$ cat src/rtl/seq_multiplier.sv
// seq_multiplier -- unsigned shift-and-add multiplier, one partial product per cycle.
//
// Ports
//   clk    : single clock, all state changes on the rising edge
//   rst    : synchronous active-high reset, wins over start
//   start  : begin a multiply; accepted only in IDLE or DONE
//   a, b   : multiplicand / multiplier, captured only on the accepting edge
//   busy   : high while the multiply is running (RUN)
//   done   : one-cycle pulse in the first cycle p shows a new result (DONE)
//   p      : 2*width-bit product, held between results
//
// Timing: start accepted at the edge ending cycle 0, busy in cycles 1..width,
// done and the new p in cycle width+1.

// One shift-and-add step: conditionally add the multiplicand into the upper
// half, then shift {carry, sum, lo} right by one.
module seq_multiplier_step #(
    parameter int width = 32
) (
    input  logic [width-1:0] mcand,
    input  logic [width-1:0] hi,
    input  logic [width-1:0] lo,
    output logic [width-1:0] hi_nxt,
    output logic [width-1:0] lo_nxt
);
    logic [width-1:0] addend;
    logic [width:0]   sum_c;   // {co, sum}

    always_comb begin
        addend = lo[0] ? mcand : '0;
        sum_c  = {1'b0, hi} + {1'b0, addend};
        // The carry-out lands in the MSB of hi; dropping it would corrupt
        // large products such as (2^width-1)^2.
        hi_nxt = sum_c[width:1];
        lo_nxt = {sum_c[0], lo[width-1:1]};
    end
endmodule

module seq_multiplier #(
    parameter int width = 32
) (
    input  logic               clk,
    input  logic               rst,
    input  logic               start,
    input  logic [width-1:0]   a,
    input  logic [width-1:0]   b,
    output logic               busy,
    output logic               done,
    output logic [2*width-1:0] p
);
    localparam int CW = $clog2(width) + 1;

    typedef enum logic [1:0] {
        IDLE = 2'd0,
        RUN  = 2'd1,
        DONE = 2'd2
    } state_t;

    state_t           state, state_nxt;
    logic [width-1:0] mcand, hi, lo;
    logic [width-1:0] hi_step, lo_step;
    logic [CW-1:0]    cnt;
    logic             accept;
    logic             last_step;

    seq_multiplier_step #(.width(width)) u_step (
        .mcand  (mcand),
        .hi     (hi),
        .lo     (lo),
        .hi_nxt (hi_step),
        .lo_nxt (lo_step)
    );

    // The step being performed this cycle is the width-th one.
    assign last_step = (cnt == CW'(width - 1));

    always_comb begin
        state_nxt = state;
        busy      = 1'b0;
        done      = 1'b0;
        accept    = 1'b0;
        case (state)
            IDLE: begin
                accept = start;
                if (start) state_nxt = RUN;
            end
            RUN: begin
                busy = 1'b1;
                if (last_step) state_nxt = DONE;
            end
            DONE: begin
                done   = 1'b1;
                accept = start;
                state_nxt = start ? RUN : IDLE;
            end
            default: state_nxt = IDLE;
        endcase
    end

    always_ff @(posedge clk) begin
        if (rst) begin
            state <= IDLE;
            mcand <= '0;
            hi    <= '0;
            lo    <= '0;
            cnt   <= '0;
            p     <= '0;
        end else begin
            state <= state_nxt;
            if (accept) begin
                mcand <= a;
                hi    <= '0;
                lo    <= b;
                cnt   <= '0;
            end else if (state == RUN) begin
                hi  <= hi_step;
                lo  <= lo_step;
                cnt <= cnt + 1'b1;
                // p only moves on entry to DONE, so it carries the previous
                // result through IDLE and the following RUN.
                if (last_step) p <= {hi_step, lo_step};
            end
        end
    end
endmodule

$ cat config.mk
export PLATFORM = sky130hd
export DESIGN_NAME = seq_multiplier
export DESIGN_NICKNAME = d
export VERILOG_FILES = /design/src/rtl/seq_multiplier.sv
export SDC_FILE = /design/constraint.sdc
export NUM_CORES = 1
export LEC_CHECK = 0
export BUFFER_PORTS_ARGS = -buffer_cell sky130_fd_sc_hd__clkbuf_2
export CAP_MARGIN = 25
export CORE_AREA = 4 4 137 139
export CTS_CLUSTER_SIZE = 25
export DETAILED_ROUTE_END_ITERATION = 16
export DIE_AREA = 0 0 141 143
export MAX_ROUTING_LAYER = met4
export PLACE_DENSITY_LB_ADDON = 0.3
export SLEW_MARGIN = 20
export SYNTH_ARGS = -nofsm -noshare
export SYNTH_HDL_FRONTEND = slang
export SYNTH_HIERARCHICAL = 1
export SYNTH_SLANG_ARGS = --single-unit
$ cat constraint.sdc
create_clock -name clk -period 7.8 [get_ports clk]
set_input_delay 0.39 -clock clk [delete_from_list [all_inputs] [get_ports clk]]
set_output_delay 0.39 -clock clk [all_outputs]
set_load 0.05 [all_outputs]
== Yosys cells after proc, flatten, opt, wreduce, memory -nomap -nowiden ==
Index checks and enable logic that the tools add are counted.
Operators by class
  bitwise logic cells: 1
  mux-type cells: 10
  equality and inequality tests: 5
  add/subtract/negate cells: 2
  reductions and logical operators: 6
Operators by type and width (count)
  2-to-1 mux 32 bit: 3
  adder 32 x 32 -> 33 bit: 1
  adder 6 x 1 -> 6 bit (second input constant): 1
  equality test 6 x 5 -> 1 bit (second input constant): 1
  one-hot mux 2 bit (3 select lines): 1
  2-to-1 mux 1 bit: 4
  2-to-1 mux 2 bit: 2
  inequality test 2 bit (second input constant): 2
  OR reduction 2 bit: 2
  AND reduction 3 bit: 1
  equality test 2 x 1 -> 1 bit (second input constant): 1
  equality test 2 bit (second input constant): 1
  zero test 2 bit: 1
  AND reduction 2 bit: 1
  nonzero test 2 bit: 1
  inverter 1 bit: 1
Word-level totals
  output and inout bits: 66
  flip-flop bits (word level): 168

== Logic depth before layout (Yosys ltp) ==
  depth after elaboration: 5
  depth in mapped cells: 13
  gate-level depth less buffers: 12

== Cells and area by module ==
The synthesis kept the hierarchy.
Modules (own cells, without submodules)
  seq_multiplier: instances 1, area each 6423.7 µm², cells an instance 777
  seq_multiplier_step: instances 1, area each 2224.6 µm², cells an instance 321

== Worst setup path before layout ==
OpenSTA, ideal clock, no wires.
  kind: flip-flop to flip-flop
  from: register lo[0]
  to: register hi[29]
  stages on the path, launching flop included: 13
  setup slack: 5.063 ns
  setup time: 0.120 ns
  data arrival time: 2.617 ns
  cells stage by stage: dfxtp_1 and2_1 ha_1 fa_1 a211oi_2 o211ai_1 nand3_2 nand2b_1 or4_4 a41o_1 a311o_1 nand2_1 a21oi_1
Between the ends
  longest elaborated chain between the ends: 2
Ends and longest elaborated chain
  start, declared: RTL line 60  | logic [width-1:0] mcand, hi, lo;
  start signal, assigned: RTL line 117  | lo <= lo_step;
  2-to-1 mux 32 bit: RTL line 30  | addend = lo[0] ? mcand : '0;
  adder 32 x 32 -> 33 bit: RTL line 31  | sum_c = {1'b0, hi} + {1'b0, addend};
  via hi_step[29]: RTL line 61  | logic [width-1:0] hi_step, lo_step;
  end signal, assigned: RTL line 116  | hi <= hi_step;
  end, declared: RTL line 60
The timed path passes the listed nets, and every way through them passes these cells.
A chain may end at the register's enable or synchronous reset.

== Worst setup path after layout ==
  from: register lo[0]
  to: register p[58]
Between the ends
  longest elaborated chain between the ends: 2
Ends and longest elaborated chain
  2-to-1 mux 32 bit: RTL line 30
  adder 32 x 32 -> 33 bit: RTL line 31
  via hi_step[26]: RTL line 61
  end signal, assigned: RTL line 121  | if (last_step) p <= {hi_step, lo_step};
  end, declared: RTL line 49  | output logic [2*width-1:0] p
The timed path passes the listed nets, and every way through them passes these cells.

==> impl_metrics.json <==
{
  "synth_enable_flop_cells": 0,
  "setup-tns-final_ps": 0,
  "first_global_vias": 6804,
  "syn-instance-count": 1098,
  "final_net_count": 1246,
  "drt-initial-drc-count": 487,
  "worst_setup_path_start_kind": "register",
  "synthFlopType": "dfxtp_1",
  "floorplan.die_area_sq_mm": 0.0202,
  "timing.critical_path.arrival_ps": 3580,
  "rsz_0062_raised_after_global_routing": "no",
  "syn-cell-area_sq_mm": 0.00865,
  "cts_hold_buffers": 0,
  "max_slew_margin": 0.420,
  "syn_avg_cell_area_sq_um": 7.88,
  "timing.fmax_mhz": 309,
  "finalHoldWorstSlack_ps": 188,
  "final.setup_skew_ps": 9.53,
  "cts.path.max_buffers": 2,
  "clk_latency_ps": 420,
  "worst_pin_slew_ps": 870,
  "layout-drive-gt1-share": 0.162,
  "post_cts_buffers": 0,
  "die_y_um": 143,
  "drt-total-wl_mm": 20.6,
  "htree_levels": 4,
  "power_per_unit_of_standard_cell_area_mw_per_mm2": 198,
  "flow.area_growth_from_synthesis_pct": 11.6,
  "post-route-cell-area_sq_mm": 0.00965,
  "final_max_slew_viol_count": 0,
  "grt_start_max_net_pins": 101,
  "clk_pin_slew_ps": 60,
  "grt_overflow": 0,
  "finalHoldViolations": 0,
  "die_width_um": 141,
  "number_of_warnings_issued_by_yosys": 6,
  "final-setup-viol-count": 0,
  "status": "completed",
  "detailedPlacementHpwl_mm": 13.8,
  "layout_min_cycle_time_ps": 3230,
  "detailedPlace.worstSlack_ps": 4330,
  "fin_crit_sh": 0.415,
  "synthArstFlopShare": 0,
  "synth_nets": 1199,
  "cell_with_the_largest_stage_delay_on_the_worst_path": "dfxtp_1",
  "floorplan.initialDensity": 0.490,
  "n_antenna_cell": 0,
  "design.core.area_sq_mm": 0.0177,
  "critical_path_required_ps": 8150,
  "total_via_count_in_the_routed_design": 7366,
  "worst_ir_drop_vdd_mv": 0.155,
  "avgViaCountPerCell": 5.32,
  "clock_tree.root_cell": "clkbuf_16",
  "rows": 49,
  "setup.worst_path.class": "register to register",
  "ys_seq_elements": 168,
  "drc": 0,
  "avgRoutedWirePerCell_um": 14.9,
  "hold_path.class": "primary input to register",
  "final_antenna_net_count": 0,
  "drt_pass1_iterations": 5,
  "routabilityCongestion": 0.907,
  "tritoncts_clock_tree": "done",
  "cap_violations": 0,
  "first_pass_grt_wire_length_mm": 34.1,
  "cts_resized": 0,
  "overall_fraction_of_global_route_tracks_in_use": 0.212,
  "synth_sequential_area_ratio": 0.389,
  "largest_stage_delay_on_the_critical_path_ps": 650,
  "maximum_fanout_along_the_worst_path": 17,
  "totalPowerFinal_mw": 1.91,
  "placed_cell_area_sq_mm": 0.00903,
  "cts_made_buffers": 17,
  "worstPathCellList": "buf_6 > and2_1 > ha_1 > a21oi_1 > o21ai_0 > nand2b_1 > o32ai_2 > o21ai_1 > xnor2_1 > nand2_1 > mux2i_1",
  "initial_antenna_violation_count": 0,
  "number_of_primary_i_o_pins": 133,
  "number_of_library_cell_types_mapped_by_synthesis": 58,
  "power.static_leakage_nw": 3.89,
  "clock_sink_count": 168,
  "worstSetupEndpointType": "register",
  "portBuffers": 132,
  "min_setup_slack_post_route_ps": 4570
}
synthesized netlist by cell type (all sizes together), types with 13 or more instances:
master / n / share of area
ha: 33 / 0.048
and2: 32 / 0.023
nor2: 16 / 0.0069
dfxtp: 168 / 0.39
clkbuf: 52 / 0.023
a31oi: 40 / 0.029
xor2: 13 / 0.013
a21oi: 96 / 0.057
mux2i: 65 / 0.075
o21ai: 57 / 0.033
buf: 61 / 0.051
a21o: 13 / 0.011
xnor2: 17 / 0.017
nand2: 348 / 0.15
routing by layer:
metal / up-vias / wire (um) / global-route usage
met5: - / 0 / -
met4: 0 / 358 / 0.0576
met3: 25 / 811 / 0.0382
met2: 157 / 9640 / 0.338
met1: 3420 / 9820 / 0.279
li1: 3764 / - / -
flip-flops by register name (all words and copies together), names as in the netlist:
register / count
state: 2
p: 64
lo: 32
mcand: 32
cnt: 6
hi: 32
path summary, 6_finish.rpt:
kind	startpoint	end	slack, ps	cells past startpoint
max reg2reg	lo[0]	p[58]	4570	11
min reg2reg	mcand[7]	mcand[7]	450	2
min	a[16]	mcand[16]	190	3
max	lo[0]	p[58]	4570	11
cells by family after synthesis:
logic type	count (synthesis)	synth area share
buffers and inverters	123	0.0780
AND/OR/NAND/NOR	441	0.214
flip-flops	168	0.389
multiplexers	66	0.0765
AO/OA/AOI/OAI	236	0.162
XOR/XNOR	30	0.0304
adder cells (fa/ha/maj)	34	0.0501
power breakdown:
part           leakage, nW  internal [mW]  switching, mW
clock network        0.290          0.530          0.330
registers             1.37          0.885         0.0197
logic                 2.23         0.0487         0.0982
metrics by stage:
step                      cells  utilization
after floorplan            1098            -
after global placement     1353        0.512
after detailed placement   1353        0.512
after CTS                  1382        0.545
after global routing       1384        0.547
final                      1384        0.547
layout by cell type, fill, tap and decap left out, types with 3 or more instances in the layout:
cell	count
clkinv_2	3
o31ai_1	3
dfxtp_1	168
inv_1	8
a21o_1	13
nor2_1	16
clkbuf_2	132
mux2i_1	65
o211ai_1	6
buf_4	7
and2_1	32
xnor2_1	17
nor2b_1	3
nand2_1	348
bufinv_16	4
ha_1	33
clkbuf_16	17
a21oi_2	3
o21ai_0	55
clkbuf_1	3
nor3_1	6
nand4_1	9
nand2b_1	3
a21oi_1	93
nand3_1	8
a31oi_1	40
xor2_1	13
cell type report:
type | count | area [sq um]
fillers | 1682 | 8000
clock buffers | 20 | 437
flip-flops and latches | 168 | 3360
multi-input cells | 807 | 4630
well taps | 229 | 287
inverters | 10 | 40.0
clock inverters | 9 | 153
repair buffers | 141 | 744
worst max-delay path: cells and delay by family (launching register included):
kind,cells,cell delay (ps)
AO/OA/AOI/OAI,4,1110
flip-flops,1,650
AND/OR/NAND/NOR,3,440
adder cells (fa/ha/maj),1,320
buffers and inverters,1,240
XOR/XNOR,1,230
multiplexers,1,150
Power figures use the tool's default switching activity.
